**src/rtl/hazard_ctrl_pkg.sv**
```systemverilog
// Shared definitions for the decode-stage hazard controller.
// State encoding is fixed so waveform decoders and debug tooling can rely on it.
package hazard_ctrl_pkg;

  localparam int REG_IDX_W = 3;

  typedef enum logic [2:0] {
    RUN    = 3'd0,
    STALL  = 3'd1,
    FLUSH  = 3'd2,
    DRAIN  = 3'd3,
    HALTED = 3'd4
  } ctrlState_t;

endpackage

```
**src/rtl/hazard_ctrl_reg_scoreboard.sv**
```systemverilog
// Per-register pending-write countdown: loaded at issue, counts down to the write.
// A count of 1 means the write lands this cycle and is covered by the bypass file.
module reg_scoreboard
  import hazard_ctrl_pkg::*;
#(
  parameter int NUM_REGS = 8,
  parameter int WB_LAT   = 3
) (
  input  logic                 clk,
  input  logic                 rst,
  input  logic                 load,
  input  logic [REG_IDX_W-1:0] loadSel,
  input  logic [REG_IDX_W-1:0] rdSelA,
  input  logic [REG_IDX_W-1:0] rdSelB,
  output logic [1:0]           rdCntA,
  output logic [1:0]           rdCntB,
  output logic [NUM_REGS-1:0]  busyMask,
  output logic                 allIdle
);

  logic [NUM_REGS-1:0][1:0] cntAll;

  generate
    for (genvar gi = 0; gi < NUM_REGS; gi++) begin : gCnt
      logic [1:0] cntReg;

      // A fresh load wins over the countdown of the same register.
      always_ff @(posedge clk or negedge rst) begin
        if (!rst) begin
          cntReg <= 2'd0;
        end else if (load && (loadSel == REG_IDX_W'(gi))) begin
          cntReg <= 2'(WB_LAT);
        end else if (cntReg != 2'd0) begin
          cntReg <= cntReg - 2'd1;
        end
      end

      assign cntAll[gi]   = cntReg;
      assign busyMask[gi] = (cntReg != 2'd0);
    end
  endgenerate

  assign rdCntA  = cntAll[rdSelA];
  assign rdCntB  = cntAll[rdSelB];
  assign allIdle = ~|busyMask;

endmodule

```
**src/rtl/hazard_ctrl.sv**
```systemverilog
// Decode-stage sequencing: RAW stalls from the scoreboard, branch flushes,
// and a halt drain that waits for all older register writes to retire.
module hazard_ctrl
  import hazard_ctrl_pkg::*;
#(
  parameter int NUM_REGS  = 8,
  parameter int WB_LAT    = 3,
  parameter int FLUSH_LEN = 1
) (
  input  logic                 clk,
  input  logic                 rst,
  input  logic                 id_valid,
  input  logic [REG_IDX_W-1:0] id_rs_sel,
  input  logic                 id_rs_used,
  input  logic [REG_IDX_W-1:0] id_rt_sel,
  input  logic                 id_rt_used,
  input  logic                 id_reg_wrt,
  input  logic [REG_IDX_W-1:0] id_wrt_reg,
  input  logic                 id_halt,
  input  logic                 ex_do_branch,
  output logic                 stall,
  output logic                 flush_if_id,
  output logic                 flush_id_ex,
  output logic                 pc_hold,
  output logic                 halt_done,
  output logic [NUM_REGS-1:0]  busy_mask
);

  ctrlState_t stateReg, stateNext;
  logic [1:0] flushCntReg, flushCntNext;
  logic [1:0] cntRs, cntRt;
  logic       allIdle;
  logic       hazard;
  logic       issue;
  logic       runOrStall;

  reg_scoreboard #(
    .NUM_REGS (NUM_REGS),
    .WB_LAT   (WB_LAT)
  ) uScoreboard (
    .clk      (clk),
    .rst      (rst),
    .load     (issue & id_reg_wrt),
    .loadSel  (id_wrt_reg),
    .rdSelA   (id_rs_sel),
    .rdSelB   (id_rt_sel),
    .rdCntA   (cntRs),
    .rdCntB   (cntRt),
    .busyMask (busy_mask),
    .allIdle  (allIdle)
  );

  // Only counts >= 2 are unresolved; a count of 1 is served by the bypass.
  assign hazard = id_valid & ((id_rs_used & (cntRs >= 2'd2)) |
                              (id_rt_used & (cntRt >= 2'd2)));

  assign runOrStall = (stateReg == RUN) || (stateReg == STALL);
  assign issue      = runOrStall & id_valid & ~hazard & ~ex_do_branch;

  always_ff @(posedge clk or negedge rst) begin
    if (!rst) begin
      stateReg    <= RUN;
      flushCntReg <= 2'd0;
    end else begin
      stateReg    <= stateNext;
      flushCntReg <= flushCntNext;
    end
  end

  always_comb begin
    stateNext    = stateReg;
    flushCntNext = flushCntReg;
    stall        = 1'b0;
    pc_hold      = 1'b0;
    flush_if_id  = 1'b0;
    flush_id_ex  = 1'b0;
    halt_done    = 1'b0;

    case (stateReg)
      RUN, STALL: begin
        stall   = hazard;
        pc_hold = hazard;
        if (hazard) begin
          stateNext = STALL;
        end else if (issue && id_halt) begin
          stateNext = DRAIN;
        end else begin
          stateNext = RUN;
        end
      end
      FLUSH: begin
        flush_if_id = 1'b1;
        if (flushCntReg == 2'd0) begin
          stateNext = RUN;
        end else begin
          flushCntNext = flushCntReg - 2'd1;
        end
      end
      DRAIN: begin
        stall   = 1'b1;
        pc_hold = 1'b1;
        if (allIdle) begin
          stateNext = HALTED;
        end
      end
      HALTED: begin
        stall     = 1'b1;
        pc_hold   = 1'b1;
        halt_done = 1'b1;
      end
      default: stateNext = RUN;
    endcase

    // A taken branch overrides everything except a completed halt; a halt
    // still draining was on the wrong path and is abandoned.
    if (ex_do_branch && (stateReg != HALTED)) begin
      flush_id_ex  = 1'b1;
      stateNext    = FLUSH;
      flushCntNext = 2'(FLUSH_LEN - 1);
    end
  end

endmodule
```
**config.mk**
```make
export PLATFORM = sky130hd
export DESIGN_NAME = hazard_ctrl
export DESIGN_NICKNAME = d
export VERILOG_FILES = /design/src/rtl/hazard_ctrl_pkg.sv /design/src/rtl/hazard_ctrl_reg_scoreboard.sv /design/src/rtl/hazard_ctrl.sv
export SDC_FILE = /design/constraint.sdc
export NUM_CORES = 1
export LEC_CHECK = 0
export CORE_MARGIN = 1.5
export CORE_UTILIZATION = 55
export DETAILED_ROUTE_END_ITERATION = 16
export PLACE_DENSITY_LB_ADDON = 0.05
export SYNTH_ARGS = -nofsm -noshare
export SYNTH_HDL_FRONTEND = slang
export SYNTH_HIERARCHICAL = 1
export SYNTH_SLANG_ARGS = --single-unit
export TNS_END_PERCENT = 50
```
**constraint.sdc**
```tcl
create_clock -name clk -period 4.07 [get_ports clk]
set_clock_uncertainty 0.15 [all_clocks]
set_input_delay 0.407 -clock clk [delete_from_list [all_inputs] [get_ports clk]]
set_output_delay 0.407 -clock clk [all_outputs]
set_load 0.005 [all_outputs]
```
## Yosys cells after proc, flatten, opt, wreduce, memory -nomap -nowiden

Index checks and enable logic that the tools add are counted.

| storage, ports and cells | value |
|---|---|
| bits in registers | 21 |
| input port bits | 17 |
| output and inout bits | 13 |
| word-level logic and storage cells | 118 |

| operators by class | value |
|---|---|
| add/sub/neg operators | 9 |
| order comparisons | 4 |
| equality and inequality tests | 16 |
| mux-type cells | 33 |
| bitwise logic cells | 10 |
| reductions and logical operators | 36 |

Operators by type and width:

| kind | count |
|---|---|
| $mux 2 | 23 |
| $reduce_bool 2->1 | 17 |
| $sub 2x1->2 const B | 9 |
| $eq 3x3->1 const B | 5 |
| $bmux 2 s3 | 2 |
| $eq 3x2->1 const B | 4 |
| $pmux 3 s4 | 1 |
| $logic_and 1x1->1 | 10 |
| $mux 3 | 3 |
| $ne 3x3->1 const B | 3 |
| $lt 3x4->1 const B | 2 |
| $reduce_or 8->1 | 1 |
| $and 1x1->1 | 7 |
| $eq 3x1->1 const B | 2 |
| $logic_not 3->1 | 2 |
| $ge 2x2->1 const B | 2 |
| $reduce_or 2->1 | 2 |
| $mux 1 | 3 |
| $reduce_and 3->1 | 1 |
| $logic_not 2->1 | 1 |
| $ne 2x1->1 const B | 1 |
| $ne 2x2->1 const B | 1 |
| $not 1->1 | 2 |
| $pmux 1 s2 | 1 |
| 3 further kinds | 3 |

## Logic depth before layout (Yosys ltp)

Gate-level depths: netlist of the first run.

| depth | value |
|---|---|
| word-level depth | 14 |
| mapped depth | 7 |
| mapped depth without buffers | 7 |

## Hierarchy

The synthesis of the first run kept the hierarchy.

Modules (own cells, without submodules):

| module | times used | cells each | area an instance (um^2) | sequential area each (um^2) |
|---|---|---|---|---|
| reg_scoreboard | 1 | 106 | 1147.4 | 400.4 |
| hazard_ctrl | 1 | 35 | 347.8 | 125.1 |

## Worst setup path after synthesis of the first run

No wires, ideal clock.

| path | value |
|---|---|
| path type | input to register |
| from | input port id_rs_sel[2] |
| to | register uScoreboard.gCnt[0].cntReg[1] |
| setup time | 83 ps |
| arrival time | 2243 ps |
| required time | 3837 ps |
| path slack | 1595 ps |
| cell stages on the path | 6 |
| buffers on the path | 0 |
| cells stage by stage | mux4_1 > mux2_2 > a22oi_1 > and4_1 > or4b_1 > o21ai_0 |

| on the way | value |
|---|---|
| word-level cells in the longest chain between the ends | 12 |
| elaborated cells on any way between the ends | 13 |
| classes of those cells | 1 x order compare; 3 x mux; 7 x bitwise; 2 x reduce/logical |

Ends and longest elaborated chain:

| what | line | source |
|---|---|---|
| start: declaration | hazard_ctrl.sv:13 | `input logic [REG_IDX_W-1:0] id_rs_sel,` |
| $bmux 2 s3 * | hazard_ctrl_reg_scoreboard.sv:43 | `assign rdCntA = cntAll[rdSelA];` |
| $mux 2 (implied by the code) * | hazard_ctrl_reg_scoreboard.sv:43 |  |
| via cntRs[1] | hazard_ctrl.sv:31 | `logic [1:0] cntRs, cntRt;` |
| $ge 2x2->1 * | hazard_ctrl.sv:54 | `assign hazard = id_valid & ((id_rs_used & (cntRs >= 2'd2)) \|` |
| $and 1x1->1 * | hazard_ctrl.sv:54 |  |
| $or 1x1->1 * | hazard_ctrl.sv:54 |  |
| $and 1x1->1 * | hazard_ctrl.sv:54 |  |
| $not 1->1 * | hazard_ctrl.sv:58 | `assign issue = runOrStall & id_valid & ~hazard & ~ex_do_branch;` |
| $and 1x1->1 * (2 in series) | hazard_ctrl.sv:58 |  |
| $and 1x1->1 * | hazard_ctrl.sv:43 | `.load (issue & id_reg_wrt),` |
| $logic_and 1x1->1 * | hazard_ctrl_reg_scoreboard.sv:31 | `end else if (load && (loadSel == REG_IDX_W'(gi))) begin` |
| $mux 2 / $reduce_bool 2->1 (equally long branches) | - |  |
| end signal: assignment | hazard_ctrl_reg_scoreboard.sv:32 | `cntReg <= 2'(WB_LAT);` |
| end signal: assignment | hazard_ctrl_reg_scoreboard.sv:34 | `cntReg <= cntReg - 2'd1;` |
| end: declaration | hazard_ctrl_reg_scoreboard.sv:25 | `logic [1:0] cntReg;` |

The timed path passes the listed nets; every way through them passes the cells marked *. The select of a mux whose other input is x is not followed.
A chain may end at the register's enable or synchronous reset.

## Worst setup path in the final report of the first run

| path | value |
|---|---|
| from | input port id_rs_sel[2] |
| to | output port pc_hold |

| on the way | value |
|---|---|
| word-level cells in the longest chain between the ends | 7 |

Ends and longest elaborated chain:

| what | line | source |
|---|---|---|
| $bmux 2 s3 | hazard_ctrl_reg_scoreboard.sv:43 |  |
| $mux 2 (implied by the code) | hazard_ctrl_reg_scoreboard.sv:43 |  |
| via cntRs[1] | hazard_ctrl.sv:31 |  |
| $ge 2x2->1 | hazard_ctrl.sv:54 |  |
| $and 1x1->1 | hazard_ctrl.sv:54 |  |
| $or 1x1->1 | hazard_ctrl.sv:54 |  |
| $and 1x1->1 | hazard_ctrl.sv:54 |  |
| $pmux 1 s2 | hazard_ctrl.sv:79 | `case (stateReg)` |
| end: declaration | hazard_ctrl.sv:24 | `output logic pc_hold,` |

The timed path passes the listed nets, and every way through them passes these cells. The select of a mux whose other input is x is not followed.

==> summary.md, run 1 <==
| Metric | Value |
|---|---|
| CP endpoint kind | `output port` |
| Tcrit/Tclk final | `78.0%` |
| Final TNS setup | `0 ns` |
| Crit Path Class | `input port to output port` |
| Comb power frac | `56.1%` |
| # DRC | `0` |
| Worst-path fanout max | `2` |
| Layout cells sized above 1 | `5.39%` |
| Pint | `between 700 and 800 µW` |
| Worst slew margin | `36.7%` |
| F_max | `315 MHz` |
| Most used cell, CP | `clkdlybuf4s50_1` |
| Nets | `between 150 and 200` |
| Syn Inst Count | `135` |
| Antenna diodes | `0` |
| Slew of the pin with the lowest slew margin | `0.946 ns` |
| First-pass GRT wire length | `4570 µm` |
| Antenna-violating nets left | `0` |
| H-tree level count | `1` |
| # Max-Cap Violations | `0` |
| Wirelength per Cell | `between 10 and 15 µm` |
| CTS tree | `done` |
| Vias in the first global route | `1081` |
| Worst vdd ir | `0.521 mV` |
| Unrepaired setup endpoints after global routing | `no` |
| Power share of the clock group | `9.0%` |
| Post-DP Area | `between 0.0015 and 0.002 mm²` |
| Pleak | `just under 0.8 nW` |
| Power, Total | `about 1.2 mW` |
| Final setup fails | `0` |
| CP startpoint kind | `input port` |
| Core area | `between 0.002 and 0.0025 mm²` |
| Slew Limit Fails | `0` |
| PortBufs | `29` |
| TritonCTS sink count | `21` |
| Reg clk slew, reported paths | `between 0.1 and 0.15 ns` |
| Net count after synthesis | `about 160` |
| FILL cells | `around 190` |
| Final core occ | `75.4%` |
| Crit-path max cell delay | `between 0.5 and 0.6 ns` |
| Synth-to-Final Area Change | `25.4%` |
| Hold_buf cts | `0` |
| Sequential share of power | `about a third` |
| Post-Syn Area | `0.00137 mm²` |
| Fin crit period | `3.17 ns` |
| Io pins | `30` |
| Initial Utilization | `60.1%` |
| Sw Share | `roughly two fifths` |
| Post-CTS setup buffers | `0` |
| Clock latency on the worst-skew pair | `0.31 ns` |
| Die area | `0.00279 mm²` |
| Crit-path slowest cell | `mux4_1` |
| Die Ht | `52.9 µm` |
| Initial drt markers | `20` |
| Ys Warns | `6` |
| Max Root-Sink Buffers | `2` |
| Syn_area_per_cell | `10.1 µm²` |
| Clock root buffer | `clkbuf_4` |
| Die Wd | `52.9 µm` |
| Outcome | `complete, no violations` |
| Crit-path cells | `clkdlybuf4s50_1 > mux4_1 > mux2_2 > a22o_1 > nand2_1 > a221oi_1 > clkdlybuf4s50_1` |
| PD cells | `674 mW/mm²` |
| Endpoints failing hold | `0` |
| DR pass1 iterations | `4` |
| Worst EP arrival | `2.62 ns` |
| Largest net degree at the start of global routing | `22` |
| Fin area | `0.00172 mm²` |
| DR vias | `1085` |
| Routed wire length | `2730 µm` |
| Vias per cell | `5.56` |
| CTS Buf Count | `3` |
| Worst min-delay path class | `register to register` |
| Antenna violations before repair | `0` |
| Placer Congestion | `approximately 0.78` |
| Post-cts resize count | `0` |
| Rows | `17` |
| Total GRT Usage | `22.5%` |
| Dpl hpwl | `2170 µm` |
| P_sw | `approximately 440 µW` |
| CP required | `3.51 ns` |
| GR Overflow Total | `0` |
-- path summary, 6_finish.rpt --
kind                                                from                            end  slack [ns]  cells past startpoint
min reg2reg                uScoreboard/gCnt[6].cntReg[0]  uScoreboard/gCnt[6].cntReg[0]        0.37                      2
min                        uScoreboard/gCnt[6].cntReg[0]  uScoreboard/gCnt[6].cntReg[0]        0.37                      2
min in group asynchronous                            rst                 flushCntReg[1]        0.46                      1
max in group asynchronous                            rst  uScoreboard/gCnt[7].cntReg[1]        2.73                      1
max                                         id_rs_sel[2]                        pc_hold        0.90                      7
max reg2reg                uScoreboard/gCnt[1].cntReg[1]  uScoreboard/gCnt[0].cntReg[1]        1.39                      6
-- sequential cells by signal, indices dropped and copies added, names as in the netlist --
register and flops:
uScoreboard/gCnt.cntReg 16, stateReg 3, flushCntReg 2
-- through the flow --
step,setup WS [ns],cells,hold WS (ns)
6_report,0.895,195,0.369
5_1_grt,0.779,195,0.413
4_1_cts,0.889,195,0.377
3_5_place_dp,0.891,191,0.345
3_3_place_gp,0.945,191,0.345
2_1_floorplan,1.59,135,-0.0386
-- placed cells by master (no fill, tap or decap), drive strengths merged --
| cell | count |
|---|---|
| a21oi | 2 |
| a221oi | 1 |
| a22o | 1 |
| a22oi | 1 |
| and2b | 1 |
| and4 | 1 |
| clkbuf | 3 |
| clkdlybuf4s50 | 29 |
| clkinvlp | 1 |
| dfrtp | 21 |
| ha | 9 |
| inv | 27 |
| mux2 | 3 |
| mux2i | 1 |
| mux4 | 4 |
| nand2 | 14 |
| nand3b | 1 |
| nand4 | 4 |
| nand4b | 3 |
| nand4bb | 2 |
| nor2 | 4 |
| nor2b | 9 |
| nor3 | 1 |
| nor3b | 1 |
| nor4b | 1 |
| o211ai | 6 |
| o21ai | 3 |
| o21bai | 1 |
| o31ai | 1 |
| o32ai | 1 |
| or4b | 1 |
| xnor2 | 1 |
| xor2 | 8 |
-- worst max-delay path, delay by kind of cell --
family	cells	cell delay [ns]
AND/OR/NAND/NOR	1	0.07
buffers and inverters	2	0.96
AO/OA/AOI/OAI	2	0.33
multiplexers	2	0.85
-- layer usage --
layer  global-route usage, %  wire [µm]  vias up
met5                       0          0        -
met3                    4.24        143        6
met1                    28.6       1180      511
met4                    8.55         63        0
li1                        -          -      534
met2                    37.9       1340       34
-- power groups by stage --
| stage | Sequential [mW] | Clock [mW] | Combinational (mW) |
|---|---|---|---|
| final | 0.404 | 0.104 | 0.649 |
| after global routing | 0.416 | 0.115 | 0.745 |
| after CTS | 0.403 | 0.106 | 0.658 |
| after detailed placement | 0.408 | 0 | 0.655 |
| after global placement | 0.398 | 0 | 0.620 |
| after floorplan | 0.377 | 0 | 0.454 |
-- area by class of cell --
| class | count | area (µm²) | share of cell area (%) |
|---|---|---|---|
| well taps | 28 | 35.0 | 2.04 |
| clock inverters | 1 | 7.51 | 0.438 |
| repair buffers | 29 | 290 | 16.9 |
| clock buffers | 3 | 22.5 | 1.31 |
| flip-flops and latches | 21 | 526 | 30.6 |
| multi-input cells | 86 | 733 | 42.7 |
| inverters | 27 | 101 | 5.91 |
No activity file was read; power rests on OpenSTA's default activity.
==> inputs of run 2 (changes only) <==
--- a/config.mk
+++ b/config.mk
@@ -6,7 +6,7 @@
 export NUM_CORES = 1
 export LEC_CHECK = 0
 export CORE_MARGIN = 1.5
-export CORE_UTILIZATION = 55
+export CORE_UTILIZATION = 46
 export DETAILED_ROUTE_END_ITERATION = 16
 export PLACE_DENSITY_LB_ADDON = 0.05
 export SYNTH_ARGS = -nofsm -noshare
==> constraint.sdc (replaced) <==
create_clock -name clk -period 2.9 [get_ports clk]
set_clock_uncertainty 0.15 [all_clocks]
set_input_delay 0.29 -clock clk [delete_from_list [all_inputs] [get_ports clk]]
set_output_delay 0.29 -clock clk [all_outputs]
set_load 0.005 [all_outputs]
==> summary.md, run 2 (synthesis gave the netlist of run 1 again) <==
| Metric | Value |
|---|---|
| Sequential share of power | `35.1%` |
| Reg clk slew, reported paths | `0.12 ns` |
| Routed wire length | `2750 µm` |
| PD cells | `about 930 mW/mm²` |
| Post-CTS setup buffers | `0` |
| Largest net degree at the start of global routing | `22` |
| Final core occ | `61.9%` |
| Fin Hold WS | `0.334 ns` |
| CP delay by family, top | `multiplexers` |
| Antenna diodes | `0` |
| P_sw | `roughly 610 µW` |
| Worst min-delay path class | `input port to async pin` |
| GR Overflow Total | `0` |
| Die area | `0.00331 mm²` |
| Final setup fails | `0` |
| Final TNS setup | `0 ns` |
| Placer Congestion | `roughly 0.74` |
| Rows | `19` |
| Most frequent cells in the layout | `inv_1 (27), clkdlybuf4s50_1 (27), dfrtp_1 (21)` |
| Crit Path Class | `input port to output port` |
| Tcrit/Tclk final | `95.0%` |
| DP Cell Count | `between 150 and 200` |
| Layout cells sized above 1 | `5.95%` |
| CTS tree | `done` |
| CP endpoint kind | `output port` |
| Max FFs per register | `16` |
| Initial drt markers | `39` |
| # DRC | `0` |
| Worst vdd ir | `0.717 mV` |
| Initial Utilization | `49.2%` |
| Top reg by flops | `uScoreboard/gCnt.cntReg` |
| Biggest regs | `uScoreboard/gCnt.cntReg (16), stateReg (3), flushCntReg (2)` |
| TritonCTS sink count | `21` |
| Max Root-Sink Buffers | `2` |
| Die Wd | `57.5 µm` |
| Worst EP arrival | `2.31 ns` |
| Antenna violations before repair | `0` |
| Comb power frac | `55.9%` |
| F_max | `~360 MHz` |
| Crit-path cells | `clkdlybuf4s50_1 > mux4_1 > mux2_2 > a22o_1 > nand2_1 > a221oi_1 > dlygate4sd2_1` |
| CTS Buf Count | `3` |
| GR Layer Usage met1 | `22.3%` |
| Dpl hpwl | `2160 µm` |
| Clock latency on the worst-skew pair | `0.31 ns` |
| Fin crit period | `2.75 ns` |
| Pleak | `0.790 nW` |
| # Max-Cap Violations | `0` |
| Antenna-violating nets left | `0` |
| Vias in the first global route | `1109` |
| Crit path buffers/inverters | `2` |
| Crit-path slowest cell | `mux4_1` |
| PortBufs | `29` |
| CP startpoint kind | `input port` |
| Reg2reg start | `uScoreboard/gCnt[6].cntReg[1]` |
| Multi-input gate area | `733 µm²` |
| Slew of the pin with the lowest slew margin | `0.934 ns` |
| Pint | `996 µW` |
| Vias per cell | `5.55` |
| Nets | `just under 200` |
| Met2 Resource Use GR | `between 30% and 40%` |
| Unrepaired setup endpoints after global routing | `no` |
| Outcome | `complete, no violations` |
| GRT Max-Usage Layer | `met2` |
| Endpoints failing hold | `0` |
| FILL cells | `250` |
| Clock root buffer | `clkbuf_4` |
| Sw Share | `about 38%` |
| First-pass GRT wire length | `4770 µm` |
| Worst slew margin | `between 30 and 40%` |
| H-tree level count | `1` |
| Crit-path max cell delay | `around 0.55 ns` |
| Crit path from | `id_rs_sel[2]` |
| Fin cells | `199` |
| Power share of the clock group | `roughly 9%` |
| Total GRT Usage | `18.8%` |
| DR pass1 iterations | `4` |
| Core area | `0.00278 mm²` |
| Slew Limit Fails | `0` |
| Power, Total | `1.61 mW` |
| Io pins | `30` |
| DR vias | `1104` |
| Synth-to-Final Area Change | `25.9%` |
| CP required | `2.46 ns` |
| Die Ht | `57.5 µm` |
| Worst-path fanout max | `2` |
| Register Area | `about 530 µm²` |
| Wirelength per Cell | `13.8 µm` |
| Met3 usage in global routing | `2.04%` |
-- run 2: cell count changes in the layout (fill, tap and decap cells not counted) --
| cell | change |
|---|---|
| buf_4 | +1 |
| clkdlybuf4s50_1 | -2 |
| clkinv_2 | +1 |
| clkinvlp_4 | -1 |
| dlygate4sd2_1 | +2 |
-- run 2: worst register-to-register path: cells and delay by family, from the launching register on --
family          cells  cell delay, ns
compound gates      2            0.32
flops               1            0.44
mux                 2            0.80
simple gates        2            0.75
-- run 2: path summary, 6_finish.rpt --
path                                                 end  slack (ns)  cells after the start
setup / recovery                                 pc_hold        0.15                      7
hold / removal             uScoreboard/gCnt[5].cntReg[1]        0.33                      1
setup reg to reg           uScoreboard/gCnt[0].cntReg[1]        0.36                      6
hold reg to reg            uScoreboard/gCnt[7].cntReg[0]        0.37                      2
max in group asynchronous  uScoreboard/gCnt[3].cntReg[0]        1.70                      1
min in group clk           uScoreboard/gCnt[7].cntReg[0]        0.37                      2
-- run 2: cell type report --
cell class                      count  area share [%]
Sequential cell                    21            30.5
Multi-Input combinational cell     86            42.6
Timing Repair Buffer               30            17.2
Inverter                           27            5.89
Clock buffer                        3            1.31
Tap cell                           31            2.25
Clock inverter                      1           0.291
-- run 2: what timing repair did --
action	in CTS	in global routing
hold buffers	0	0
setup endpoints to repair	2	0
resized for setup	2	0
-- run 2: metrics by stage --
step	worst slack (ns)	area [µm²]
final	0.146	1720
after global placement	0.0102	1700
after CTS	0.141	1720
after global routing	0.0332	1720
after floorplan	0.488	1370
after detailed placement	-0.0408	1700
-- run 2: layer usage --
| layer | wire length [µm] | share of wire (%) |
|---|---|---|
| met1 | 1230 | 45 |
| met2 | 1370 | 50 |
| met3 | 104 | 3.8 |
| met4 | 47 | 1.7 |
| met5 | 0 | 0 |
-- run 2: power by group through the flow --
stage | sequential (mW) | combinational (mW) | clock [mW]
2_1_floorplan | 0.528 | 0.636 | 0
5_1_grt | 0.583 | 1.03 | 0.163
3_5_place_dp | 0.571 | 0.914 | 0
3_3_place_gp | 0.563 | 0.872 | 0
4_1_cts | 0.564 | 0.911 | 0.154
6_report | 0.563 | 0.897 | 0.145
==> inputs of run 3 (changes only) <==
--- a/config.mk
+++ b/config.mk
@@ -6,7 +6,7 @@
 export NUM_CORES = 1
 export LEC_CHECK = 0
 export CORE_MARGIN = 1.5
-export CORE_UTILIZATION = 46
+export CORE_UTILIZATION = 51
 export DETAILED_ROUTE_END_ITERATION = 16
 export PLACE_DENSITY_LB_ADDON = 0.05
 export SYNTH_ARGS = -nofsm -noshare
==> constraint.sdc (replaced) <==
create_clock -name clk -period 2.6 [get_ports clk]
set_clock_uncertainty 0.15 [all_clocks]
set_input_delay 0.26 -clock clk [delete_from_list [all_inputs] [get_ports clk]]
set_output_delay 0.26 -clock clk [all_outputs]
set_load 0.005 [all_outputs]
==> summary.md, run 3 (synthesis gave the netlist of run 1 again) <==
| Metric | Value |
|---|---|
| Outcome | `complete, no violations` |
| Reg2reg start | `uScoreboard/gCnt[7].cntReg[1]` |
| CTS Buf Count | `3` |
| Initial Utilization | `54.7%` |
| Placer Congestion | `0.782` |
| Crit-path cells | `clkdlybuf4s50_1 > mux4_1 > mux2_2 > a22o_1 > nand2_1 > a221oi_1 > buf_2` |
| Clock latency on the worst-skew pair | `0.31 ns` |
| CP endpoint kind | `output port` |
| CTS tree | `done` |
| Antenna diodes | `0` |
| Comb power frac | `57.2%` |
| Slew Limit Fails | `0` |
| Wirelength per Cell | `13.2 µm` |
| Sequential share of power | `34.1%` |
| Rows | `18` |
| Vias per cell | `5.39` |
| Post-DP Area | `0.00173 mm²` |
| R2R depth | `6` |
| Routed wire length | `2700 µm` |
| First-pass GRT wire length | `~4300 µm` |
| Most frequent cells in the layout | `inv_1 (27), clkdlybuf4s50_1 (25), dfrtp_1 (21)` |
| Crit-path max cell delay | `0.54 ns` |
| Top reg by flops | `uScoreboard/gCnt.cntReg` |
| Pint | `1.14 mW` |
| Worst vdd ir | `0.760 mV` |
| DR vias | `1100` |
| Worst EP arrival | `2.09 ns` |
| Commonest non-fill, non-tap cell in the layout | `inv_1` |
| Worst slew margin | `79.7%` |
| Fin crit period | `2.50 ns` |
| Final Worst Setup Slack | `0.104 ns` |
| GR Overflow Total | `0` |
| Die Ht | `54.8 µm` |
| Reg2reg setup slack | `approximately 0.16 ns` |
| Reg clk slew, reported paths | `0.13 ns` |
| Multi-input gate area | `722 µm²` |
| Vias in the first global route | `about 1000` |
| Total GRT Usage | `19.9%` |
| Largest net degree at the start of global routing | `22` |
| Die Wd | `around 55 µm` |
| Biggest regs | `uScoreboard/gCnt.cntReg (16), stateReg (3), flushCntReg (2)` |
| Power, Total | `1.83 mW` |
| Hold_buf cts | `0` |
| Register Area | `526 µm²` |
| PD cells | `1050 mW/mm²` |
| CP delay by family, top | `multiplexers` |
| CP required | `2.19 ns` |
| Crit Path Class | `input port to output port` |
| Sw Share | `37.9%` |
| Clock root buffer | `clkbuf_4` |
| Die area | `roughly 0.003 mm²` |
| Max FFs per register | `16` |
| DP Cell Count | `198` |
| F_max | `401 MHz` |
| # DRC | `0` |
| H-tree level count | `1` |
| Fin Hold WS | `0.135 ns` |
| Nets | `201` |
| FILL cells | `198` |
| DR pass1 iterations | `4` |
| Antenna-violating nets left | `0` |
| Unrepaired setup endpoints after global routing | `no` |
| Antenna violations before repair | `0` |
| Slew of the pin with the lowest slew margin | `0.304 ns` |
| Crit-path slowest cell | `mux4_1` |
| P_sw | `695 µW` |
| Pleak | `~0.8 nW` |
| Dpl hpwl | `between 2000 and 2500 µm` |
| Worst-path fanout max | `2` |
| Initial drt markers | `21` |
| Final core occ | `a little over two thirds` |
| Worst R2R End | `uScoreboard/gCnt[0].cntReg[1]` |
| Crit path buffers/inverters | `2` |
| # Max-Cap Violations | `0` |
| Io pins | `30` |
| Worst min-delay path class | `input port to async pin` |
| TritonCTS sink count | `21` |
| Power share of the clock group | `8.7%` |
| PortBufs | `29` |
| Endpoints failing hold | `0` |
| Placement Setup Slack | `-0.299 ns` |
| Fin area | `0.00174 mm²` |
| Fin cells | `slightly above 200` |
| CP startpoint kind | `input port` |
| Core area | `0.00250 mm²` |
| Layout cells sized above 1 | `12.1%` |
| Tcrit/Tclk final | `between 90% and 100%` |
| Synth-to-Final Area Change | `27.5%` |
| Final TNS setup | `0 ns` |
| Final setup fails | `0` |
| Max Root-Sink Buffers | `2` |
run 3: cell types whose count changed in the layout (fill, tap and decap cells not counted):
cell | previous run | this run
buf_4 | 1 | 7
mux4_1 | 4 | 1
mux4_2 | 0 | 3
clkdlybuf4s50_1 | 27 | 25
buf_2 | 0 | 1
clkbuf_2 | 0 | 1
run 3: what timing repair did:
action,4_1_cts,5_1_grt
setup endpoints to repair,2,3
resized for setup,10,2
buffers inserted,0,2
run 3: final cells by class:
cell class,instances,share of cell area [%]
multi-input cells,86,41.4
flip-flops and latches,21,30.1
repair buffers,36,18.9
inverters,27,5.81
well taps,30,2.15
clock buffers,3,1.29
clock inverters,1,0.287
run 3: how the worst max path moves through the flow:
stage / start / endpoint / slack (ns) / cells after the start
floorplan: uScoreboard/gCnt[6].cntReg[1] / uScoreboard/gCnt[0].cntReg[1] / 0.19 / 6
global placement: id_rs_sel[2] / pc_hold / -0.24 / 7
detailed placement: id_rs_sel[2] / pc_hold / -0.30 / 7
CTS: uScoreboard/gCnt[7].cntReg[1] / pc_hold / 0.002 / 6
global route: id_rt_sel[2] / uScoreboard/gCnt[0].cntReg[1] / 0.002 / 7
finish: id_rt_sel[2] / pc_hold / 0.10 / 7
run 3: metal layers:
metal | routed length [µm] | track usage [%]
met1 | 1190 | 24.1
met2 | 1370 | 36.7
met3 | 131 | 4.37
met4 | 10 | 2.50
met5 | 0 | 0
run 3: worst register-to-register path: cells and delay by family (launching register included):
family | cells | cell delay, ns
mux | 2 | 0.77
simple gates | 2 | 0.72
flops | 1 | 0.43
compound gates | 2 | 0.30
run 3: power by group through the flow:
stage / Sequential [mW] / Combinational [mW] / Clock (mW)
after global placement: 0.624 / 0.982 / 0
after global routing: 0.643 / 1.20 / 0.177
after floorplan: 0.589 / 0.710 / 0
final: 0.625 / 1.05 / 0.160
after detailed placement: 0.636 / 1.04 / 0
after CTS: 0.631 / 1.04 / 0.163
